File: src/rtl/serial_arith_unit.sv
// -----------------------------------------------------------------------------
// serial_arith_unit
//
// Purpose:
//   Byte-serial arithmetic unit. Two WIDTH-bit operands arrive LSB byte first.
//   The unit then runs one of four modes: add, subtract, add-with-carry or
//   accumulate. It streams back the WIDTH-bit result, LSB byte first, followed
//   by one status byte.
//
// Configuration macro:
//   SERIAL_ARITH_SAT_EN - when defined, results saturate instead of wrapping.
//                         add/adc/acc clamp to all-ones on carry.
//                         sub clamps to zero on borrow.
//                         Status bit5 reports that a clamp happened.
//
// Parameters:
//   WIDTH      operand/result width in bits (multiple of 8, 8..64)
//
// Ports:
//   clk        clock, rising edge
//   rst        synchronous active-high reset
//   abort      synchronous clear of the current transaction
//   op_mode    00 add, 01 sub, 10 add-with-carry, 11 accumulate
//   in_data    operand byte, LSB byte first
//   in_valid   in_data valid
//   in_ready   unit accepts a byte this cycle
//   out_data   result/status byte
//   out_valid  out_data valid
//   out_ready  consumer takes out_data this cycle
//   busy       high unless idle in LOAD_A with no byte received
//
// Handshake:
//   A transfer happens on a rising edge where valid && ready. valid never
//   depends on ready. A producer holds its data stable while valid && !ready.
//   Here in_ready and out_valid depend only on the FSM state.
//
// Status byte:
//   bit0 carry (no-borrow for sub), bit1 signed overflow, bit2 result zero,
//   bits4:3 latched op_mode, bit5 saturated (0 without saturation), bits7:6 0.
//
// Debug visibility:
//   The FSM state is the enum signal 'state'. A checker can reach it
//   hierarchically.
// -----------------------------------------------------------------------------
module serial_arith_unit #(
  parameter int WIDTH = 16
) (
  input  logic       clk,
  input  logic       rst,
  input  logic       abort,
  input  logic [1:0] op_mode,
  input  logic [7:0] in_data,
  input  logic       in_valid,
  output logic       in_ready,
  output logic [7:0] out_data,
  output logic       out_valid,
  input  logic       out_ready,
  output logic       busy
);

  localparam int NBYTES = WIDTH / 8;
  // The counter must reach NBYTES, which is the index of the status byte in SEND.
  localparam int CW = $clog2(NBYTES + 1);

  localparam logic [1:0] MODE_ADD = 2'b00;
  localparam logic [1:0] MODE_SUB = 2'b01;
  localparam logic [1:0] MODE_ADC = 2'b10;
  localparam logic [1:0] MODE_ACC = 2'b11;

  typedef enum logic [1:0] {
    LOAD_A = 2'b00,
    LOAD_B = 2'b01,
    CALC   = 2'b10,
    SEND   = 2'b11
  } state_t;

  state_t state, state_nxt;

  logic [CW-1:0]    cnt, cnt_nxt;
  logic [WIDTH-1:0] a_q, b_q, acc_q, r_q;
  logic             carry_q;
  logic [1:0]       mode_q;
  logic [7:0]       status_q;

  // Strobes produced by the next-state logic
  logic ld_a, ld_b, latch_mode, do_calc;
  logic in_xfer, out_xfer;
  logic last_in, last_out;

  // Datapath signals for the CALC cycle
  logic [WIDTH-1:0] op_a, op_b, r_calc;
  logic [WIDTH:0]   sum;
  logic             cin, ovf, zero, sat;
  logic [7:0]       status_calc;

  // ---------------------------------------------------------------------------
  // Handshake outputs. Both depend only on the state.
  // ---------------------------------------------------------------------------
  assign in_ready  = (state == LOAD_A) || (state == LOAD_B);
  assign out_valid = (state == SEND);
  assign busy      = !((state == LOAD_A) && (cnt == '0));

  assign in_xfer  = in_valid && in_ready;
  assign out_xfer = out_valid && out_ready;
  assign last_in  = (cnt == CW'(NBYTES - 1));
  assign last_out = (cnt == CW'(NBYTES));

  // ---------------------------------------------------------------------------
  // Arithmetic for the latched mode.
  // Subtraction is done as A + ~B + 1, so the carry out is the no-borrow flag.
  // ---------------------------------------------------------------------------
  always_comb begin
    op_a = a_q;
    op_b = b_q;
    cin  = 1'b0;
    case (mode_q)
      MODE_ADD: begin
        op_a = a_q;
        op_b = b_q;
        cin  = 1'b0;
      end
      MODE_SUB: begin
        op_a = a_q;
        op_b = ~b_q;
        cin  = 1'b1;
      end
      MODE_ADC: begin
        op_a = a_q;
        op_b = b_q;
        cin  = carry_q;
      end
      MODE_ACC: begin
        op_a = acc_q;
        op_b = a_q;
        cin  = 1'b0;
      end
      default: begin
        op_a = a_q;
        op_b = b_q;
        cin  = 1'b0;
      end
    endcase
  end

  assign sum = {1'b0, op_a} + {1'b0, op_b} + {{WIDTH{1'b0}}, cin};

  // Overflow is taken from the unclamped sum. This holds even when
  // saturation is enabled.
  assign ovf = (op_a[WIDTH-1] == op_b[WIDTH-1]) && (sum[WIDTH-1] != op_a[WIDTH-1]);

  always_comb begin
    r_calc = sum[WIDTH-1:0];
    sat    = 1'b0;
`ifdef SERIAL_ARITH_SAT_EN
    if (mode_q == MODE_SUB) begin
      // A borrow means the true result was negative, so clamp to zero.
      if (!sum[WIDTH]) begin
        r_calc = '0;
        sat    = 1'b1;
      end
    end else begin
      if (sum[WIDTH]) begin
        r_calc = '1;
        sat    = 1'b1;
      end
    end
`else
    r_calc = sum[WIDTH-1:0];
    sat    = 1'b0;
`endif
  end

  assign zero        = (r_calc == '0);
  assign status_calc = {2'b00, sat, mode_q, zero, ovf, sum[WIDTH]};

  // ---------------------------------------------------------------------------
  // Output byte select. The output is zero outside SEND.
  // ---------------------------------------------------------------------------
  always_comb begin
    out_data = 8'h00;
    if (state == SEND) begin
      if (last_out) begin
        out_data = status_q;
      end else begin
        out_data = r_q[int'(cnt)*8 +: 8];
      end
    end
  end

  // ---------------------------------------------------------------------------
  // Next-state logic and datapath strobes
  // ---------------------------------------------------------------------------
  always_comb begin
    state_nxt  = state;
    cnt_nxt    = cnt;
    ld_a       = 1'b0;
    ld_b       = 1'b0;
    latch_mode = 1'b0;
    do_calc    = 1'b0;

    case (state)
      LOAD_A: begin
        if (in_xfer) begin
          ld_a = 1'b1;
          if (last_in) begin
            latch_mode = 1'b1;
            cnt_nxt    = '0;
            // Accumulate needs only one operand, so it skips LOAD_B.
            state_nxt  = (op_mode == MODE_ACC) ? CALC : LOAD_B;
          end else begin
            cnt_nxt = cnt + 1'b1;
          end
        end
      end
      LOAD_B: begin
        if (in_xfer) begin
          ld_b = 1'b1;
          if (last_in) begin
            latch_mode = 1'b1;
            cnt_nxt    = '0;
            state_nxt  = CALC;
          end else begin
            cnt_nxt = cnt + 1'b1;
          end
        end
      end
      CALC: begin
        do_calc   = 1'b1;
        cnt_nxt   = '0;
        state_nxt = SEND;
      end
      SEND: begin
        if (out_xfer) begin
          if (last_out) begin
            cnt_nxt   = '0;
            state_nxt = LOAD_A;
          end else begin
            cnt_nxt = cnt + 1'b1;
          end
        end
      end
      default: begin
        state_nxt = LOAD_A;
        cnt_nxt   = '0;
      end
    endcase

    // Abort drops the transaction. During CALC it also blocks the update of
    // R, acc and carry. The operand registers keep their contents.
    if (abort) begin
      state_nxt  = LOAD_A;
      cnt_nxt    = '0;
      ld_a       = 1'b0;
      ld_b       = 1'b0;
      latch_mode = 1'b0;
      do_calc    = 1'b0;
    end
  end

  // ---------------------------------------------------------------------------
  // State and datapath registers
  // ---------------------------------------------------------------------------
  always_ff @(posedge clk) begin
    if (rst) begin
      state    <= LOAD_A;
      cnt      <= '0;
      a_q      <= '0;
      b_q      <= '0;
      acc_q    <= '0;
      r_q      <= '0;
      carry_q  <= 1'b0;
      mode_q   <= MODE_ADD;
      status_q <= 8'h00;
    end else begin
      state <= state_nxt;
      cnt   <= cnt_nxt;
      if (ld_a) begin
        a_q[int'(cnt)*8 +: 8] <= in_data;
      end
      if (ld_b) begin
        b_q[int'(cnt)*8 +: 8] <= in_data;
      end
      if (latch_mode) begin
        mode_q <= op_mode;
      end
      if (do_calc) begin
        r_q      <= r_calc;
        acc_q    <= r_calc;
        carry_q  <= sum[WIDTH];
        status_q <= status_calc;
      end
    end
  end

endmodule

File: config.mk
export PLATFORM = sky130hd
export DESIGN_NAME = serial_arith_unit
export DESIGN_NICKNAME = d
export VERILOG_FILES = /design/src/rtl/serial_arith_unit.sv
export SDC_FILE = /design/constraint.sdc
export NUM_CORES = 1
export LEC_CHECK = 0
export ABC_CLOCK_PERIOD_IN_PS = 9550
export CORE_AREA = 2 2 102 104
export DETAILED_ROUTE_END_ITERATION = 8
export DIE_AREA = 0 0 104 106
export SETUP_SLACK_MARGIN = 0.02
export SYNTH_ARGS = -nofsm -noshare
export SYNTH_HDL_FRONTEND = slang
export SYNTH_SLANG_ARGS = --single-unit
File: constraint.sdc
create_clock -name clk -period 9.55 [get_ports clk]
set_input_delay 0.955 -clock clk [delete_from_list [all_inputs] [get_ports clk]]
set_output_delay 0.955 -clock clk [all_outputs]
set_load 0.005 [all_outputs]
==> results.yml, run 1 <==
floorplan:
  die_w_um: 104
  coreArea_sq_um: 10000
  dieArea_sq_um: 11000
  die_h_um: 106
  start_util_pct: 38.6
  ios: 26
  rows: 37
critical_path:
  cp_top_family: "compound AO/OA/AOI/OAI gates"
  crit_path_cell_trace: "inv_1 -> ha_1 -> a221oi_1 -> a21o_1 -> fa_1 -> inv_1 -> fa_1 -> a211oi_2 -> nor4_1 -> or2_4 -> a2111oi_0 -> o21ba_2 -> o21ai_0 -> a211oi_1 -> nor3_1"
  slowest_delay_ns: 0.52
  path_buf_inv: 2
  worstSetupPathType: "register to register"
  worstSetupEndpointType: "register"
  slowest_stage: "a2111oi_0"
  cp_max_fo: 32
  arrival_ns: 4.31
  crit_path_start_kind: "register"
  critical_path_required_ns: 9.77
placed_design:
  dp_hpwl_mm: 7.94
  port_buffers: 25
  gp_congestion: 0.862
  place_ws_ns: 5.54
  dp.cells: 622
outcome:
  status: "completed"
logic_synthesis:
  synth_edf_count: 0
  synth_top_cell_by_area: "dfxtp_1"
  netlist_instances: 483
  yosys.cell_types.count: 53
  yosys-top-cells-area: "dfxtp_1 31%, a21oi_1 9.5%, ha_1 9.1%, nand2_1 5.9%, mux2_2 5.8%"
  postSynthAreaPerCell_sq_um: 8.00
  synth_top_area_share_pct: 30.6
  yosysWarnings: 0
  async_reset_ff_share_pct: 0
  ys.flop_type: "dfxtp_1"
  seq_area_frac_synth_pct: 30.6
  syn_area_sq_um: 3860
  ys_ff_latch: 59
  synth_fp_nets: 528
timing:
  tightest_slew_ns: 0.958
  max_clock_freq_ghz: 0.244
  holdWs_ns: 0.465
  maxSlewViolCount: 0
  finalSetupTns_ns: 0
  setup_slack_ns: 5.46
  fin_crit_ns: 4.09
  timing.final.crit_share_pct: 42.9
  hold_viol: 0
  finalSetupViolCount: 0
  slew_headroom_pct: 36.1
  fin_skew_ns: 0.0134
  rsz0062_at_grt: "no"
clock_tree:
  post_cts_buffers: 0
  cts.clk_slew.worst_paths_ns: 0.08
  cts_tree: "built"
  cts_resized: 0
  numCtsBuffers: 9
  htree_num_levels: 3
  cts_hold_buf: 0
  clock_sinks: 59
  clock_path_buffers: 2
  clk-insertion-delay-late_ns: 0.36
  clockRootBuffer: "clkbuf_8"
grt:
  track_usage_pct: 19.8
  gr-total-overflow: 0
  grt_pass1_wl_mm: 17.3
  antenna_found_initial: 0
  grt_pass1_vias: 3391
  grt_max_degree: 62
layout:
  drive_gt1_share_pct: 10.6
  fin_nets: 542
  fin_cells: 638
  diodes: 0
  syn2layout_area_growth_pct: 14.2
detailed_routing:
  wl_mm: 10.6
  route.detailed.drc: 0
  ant_nets: 0
  wl_per_cell_um: 16.7
  drtIter0Drc: 189
  dr.pass1.iters: 5
  vias_per_cell: 5.63
  route.vias.total: 3593
flow_run:
  cap_violations: 0
power:
  power_density_nw_per_um2: 124
  peakVddDrop_v: 0.0000571
  power.leakage_nw: 1.56
min_path:
  hold_class: "register to register"
flip-flops by register name, indices dropped and copies added, names as in the netlist:
signal and cells:
status_q 5, cnt 2, mode_q 2, b_q 16, a_q 16, r_q 16
state 2
area by class of cell:
| class | instances | area [sq um] |
|---|---|---|
| flip-flops and latches | 59 | 1180 |
| inverters | 15 | 56.3 |
| fillers | 1043 | 5590 |
| repair buffers | 29 | 275 |
| clock buffers | 9 | 124 |
| multi-input cells | 383 | 2530 |
| well taps | 136 | 170 |
| clock inverters | 7 | 76.3 |
layout by cell type, fill, tap and decap left out, types with 6 or more instances in the layout:
master           instances
ha_1                    28
a21oi_1                 73
nand2_1                 61
nor2_1                  32
nor3_1                   6
mux2i_1                  8
dfxtp_1                 59
nand2b_1                 6
xnor2_1                  7
clkbuf_8                 9
inv_1                   15
nand3_1                 41
clkdlybuf4s50_1         24
a211oi_1                 6
mux2_2                  20
a221oi_1                15
o21ai_0                 12
logic make-up after synthesis:
group           count (synthesis)  synth area share [%]
buf+inv                        41                  3.98
fa+ha+maj                      30                  10.1
compound gates                141                  24.1
mux                            28                  7.90
simple gates                  175                  21.3
xor+xnor                        9                  2.04
flops                          59                  30.6
layer usage:
layer / track usage (%) / up-vias / part of all wire, %
li1: - / 1782 / -
met1: 25.1 / 1692 / 45
met2: 33.1 / 102 / 48
met3: 4.54 / 17 / 4.7
met4: 6.85 / 0 / 2.1
met5: 0 / - / 0
cells in the mapped netlist (all sizes together), types with 8 or more instances:
cell     n
a21oi   74
a221oi  16
clkbuf  22
dfxtp   59
ha      28
inv     15
mux2    20
mux2i    8
nand2   61
nand3   41
nor2    32
o21ai   12
final timing paths:
| kind | from | endpoint | slack, ns | cells after the start |
|---|---|---|---|---|
| setup / recovery | mode_q[1] | status_q[0] | 5.46 | 15 |
| hold / removal | status_q[3] | status_q[3] | 0.46 | 2 |
| setup reg to reg | mode_q[1] | status_q[0] | 5.46 | 15 |
| hold reg to reg | status_q[3] | status_q[3] | 0.46 | 2 |
report_power, final:
part | internal, mW | leakage, nW | switching (mW) | total (mW)
clock network | 0.122 | 0.0958 | 0.119 | 0.241
logic | 0.0209 | 0.993 | 0.0306 | 0.0515
registers | 0.249 | 0.476 | 0.00407 | 0.253
stage by stage:
stage	cell area [sq um]	total power [mW]	util [%]
global placement	4210	0.308	42.1
floorplan	3860	0.290	-
global route	4410	0.564	44.1
CTS	4410	0.548	44.1
detailed placement	4210	0.309	42.1
finish	4410	0.545	44.1
worst min-delay path, cell delays in order (launching register included):
cell     delay, ns
dfxtp_1       0.32
nand2_1       0.05
a21oi_1       0.05
No activity file was read; power rests on OpenSTA's default activity.
==> run 2: changes to the inputs <==
Settings changed: ABC_CLOCK_PERIOD_IN_PS 9550 to 4030.
Clock period 9.55 ns to 4.03 ns, I/O delays scaled along.
==> results.yml, run 2 (synthesis results as in run 1) <==
outcome:
  status: "completed"
clock_tree:
  clk-insertion-delay-late_ns: 0.35
  cts.clk_slew.worst_paths_ns: 0.07
  cts_tree: "built"
  htree_num_levels: 3
  cts_hold_buf: 0
  numCtsBuffers: 9
  clockRootBuffer: "clkbuf_8"
  clock_path_buffers: 2
  clock_sinks: 59
timing:
  maxSlewViolCount: 0
  rsz0062_at_grt: "no"
  slew_headroom_pct: 40.9
  max_clock_freq_ghz: 0.276
  finalSetupTns_ns: 0
  fin_crit_ns: 3.63
  tightest_slew_ns: 0.887
  fin_skew_ns: 0.0113
  setup_slack_ns: 0.404
  hold_viol: 0
  finalSetupViolCount: 0
  timing.final.crit_share_pct: 90.0
  holdWs_ns: 0.464
floorplan:
  start_util_pct: 38.6
  ios: 26
  die_h_um: 106
  die_w_um: 104
  dieArea_sq_um: 11000
  coreArea_sq_um: 10000
  rows: 37
grt:
  antenna_found_initial: 0
  grt_max_degree: 41
  grt_pass1_vias: 3626
  track_usage_pct: 20.3
  grt_pass1_wl_mm: 17.8
  gr-total-overflow: 0
layout:
  largestRegisters: "a_q (16), b_q (16), r_q (16)"
  mostFrequentLayoutCell: "a21oi_1"
  fillers: 1016
  diodes: 0
  seq_area_sq_um: 1180
  fin_area_sq_um: 4450
  syn2layout_area_growth_pct: 15.3
  fin_util_pct: 44.5
  fin_cells: 642
  final_cell_mix: "73 x a21oi_1, 61 x nand2_1, 59 x dfxtp_1"
  drive_gt1_share_pct: 11.9
  fin_nets: 547
  multi_input_comb_area_sq_um: 2540
critical_path:
  worstSetupPathType: "register to register"
  cp_max_fo: 12
  worstSetupEndpointType: "register"
  arrival_ns: 3.86
  crit_path_start_kind: "register"
  critical_path_required_ns: 4.26
power:
  pwr-share-comb_pct: 9.8
  p_clk_share_pct: 42.9
  internal-power_mw: 0.922
  power.leakage_nw: 1.58
  total_power_mw: 1.27
  switching_power_mw: 0.344
  peakVddDrop_v: 0.000179
  p_seq_share_pct: 47.3
  power_density_nw_per_um2: 284
  switching_share_pct: 27.2
flow_run:
  cap_violations: 0
placed_design:
  dp.cells: 625
  port_buffers: 25
  place_ws_ns: 0.213
  dp_hpwl_mm: 8.21
  gp_congestion: 0.894
  place_area_sq_um: 4230
detailed_routing:
  dr.pass1.iters: 4
  route.vias.total: 3610
  drtIter0Drc: 233
  vias_per_cell: 5.62
  wl_per_cell_um: 16.8
  wl_mm: 10.8
  route.detailed.drc: 0
  ant_nets: 0
min_path:
  hold_class: "primary input to register"
-- run 2: critical path: stages, from the launching register on --
cell	delay (ns)
dfxtp_1	0.45
ha_2	0.34
buf_4	0.21
buf_4	0.20
mux2_2	0.35
ha_1	0.36
and2_1	0.22
and2_1	0.18
o2bb2ai_1	0.17
a2111oi_2	0.40
o21ba_2	0.21
o21ai_0	0.08
a211oi_1	0.25
nor3_1	0.08
-- run 2: power by group through the flow --
stage | logic [mW] | clock network [mW] | registers, mW
finish | 0.124 | 0.543 | 0.599
global route | 0.137 | 0.575 | 0.600
CTS | 0.122 | 0.550 | 0.599
detailed placement | 0.121 | 0 | 0.613
global placement | 0.119 | 0 | 0.613
floorplan | 0.0802 | 0 | 0.607
-- run 2: path summary, 6_finish.rpt --
path / startpoint / to / slack (ns) / cells past startpoint
max: mode_q[0] / status_q[0] / 0.40 / 13
min: rst / r_q[2] / 0.46 / 2
max reg2reg: mode_q[0] / status_q[0] / 0.40 / 13
min reg2reg: status_q[4] / status_q[4] / 0.46 / 2
-- run 2: layer usage --
| metal | GRT usage [%] | vias to the layer above | wire (um) |
|---|---|---|---|
| met5 | 0 | - | 0 |
| met4 | 8.11 | 0 | 299 |
| met3 | 3.99 | 24 | 496 |
| met2 | 35.4 | 86 | 5180 |
| met1 | 24.4 | 1709 | 4790 |
| li1 | - | 1791 | - |
-- run 2: repair_timing --
item                                    4_1_cts  5_1_grt
endpoints found under the setup margin        0        3
gates resized for setup                       0        4
endpoints found under the hold margin         0        0
setup buffers                                 0        2
-- run 2: cell type report --
cell class                      count  area share (%)
Timing Repair Buffer               34            7.03
Sequential cell                    59            26.5
Clock inverter                      6            1.52
Multi-Input combinational cell    383            57.0
Clock buffer                        9            2.78
Inverter                           15            1.35
Tap cell                          136            3.82
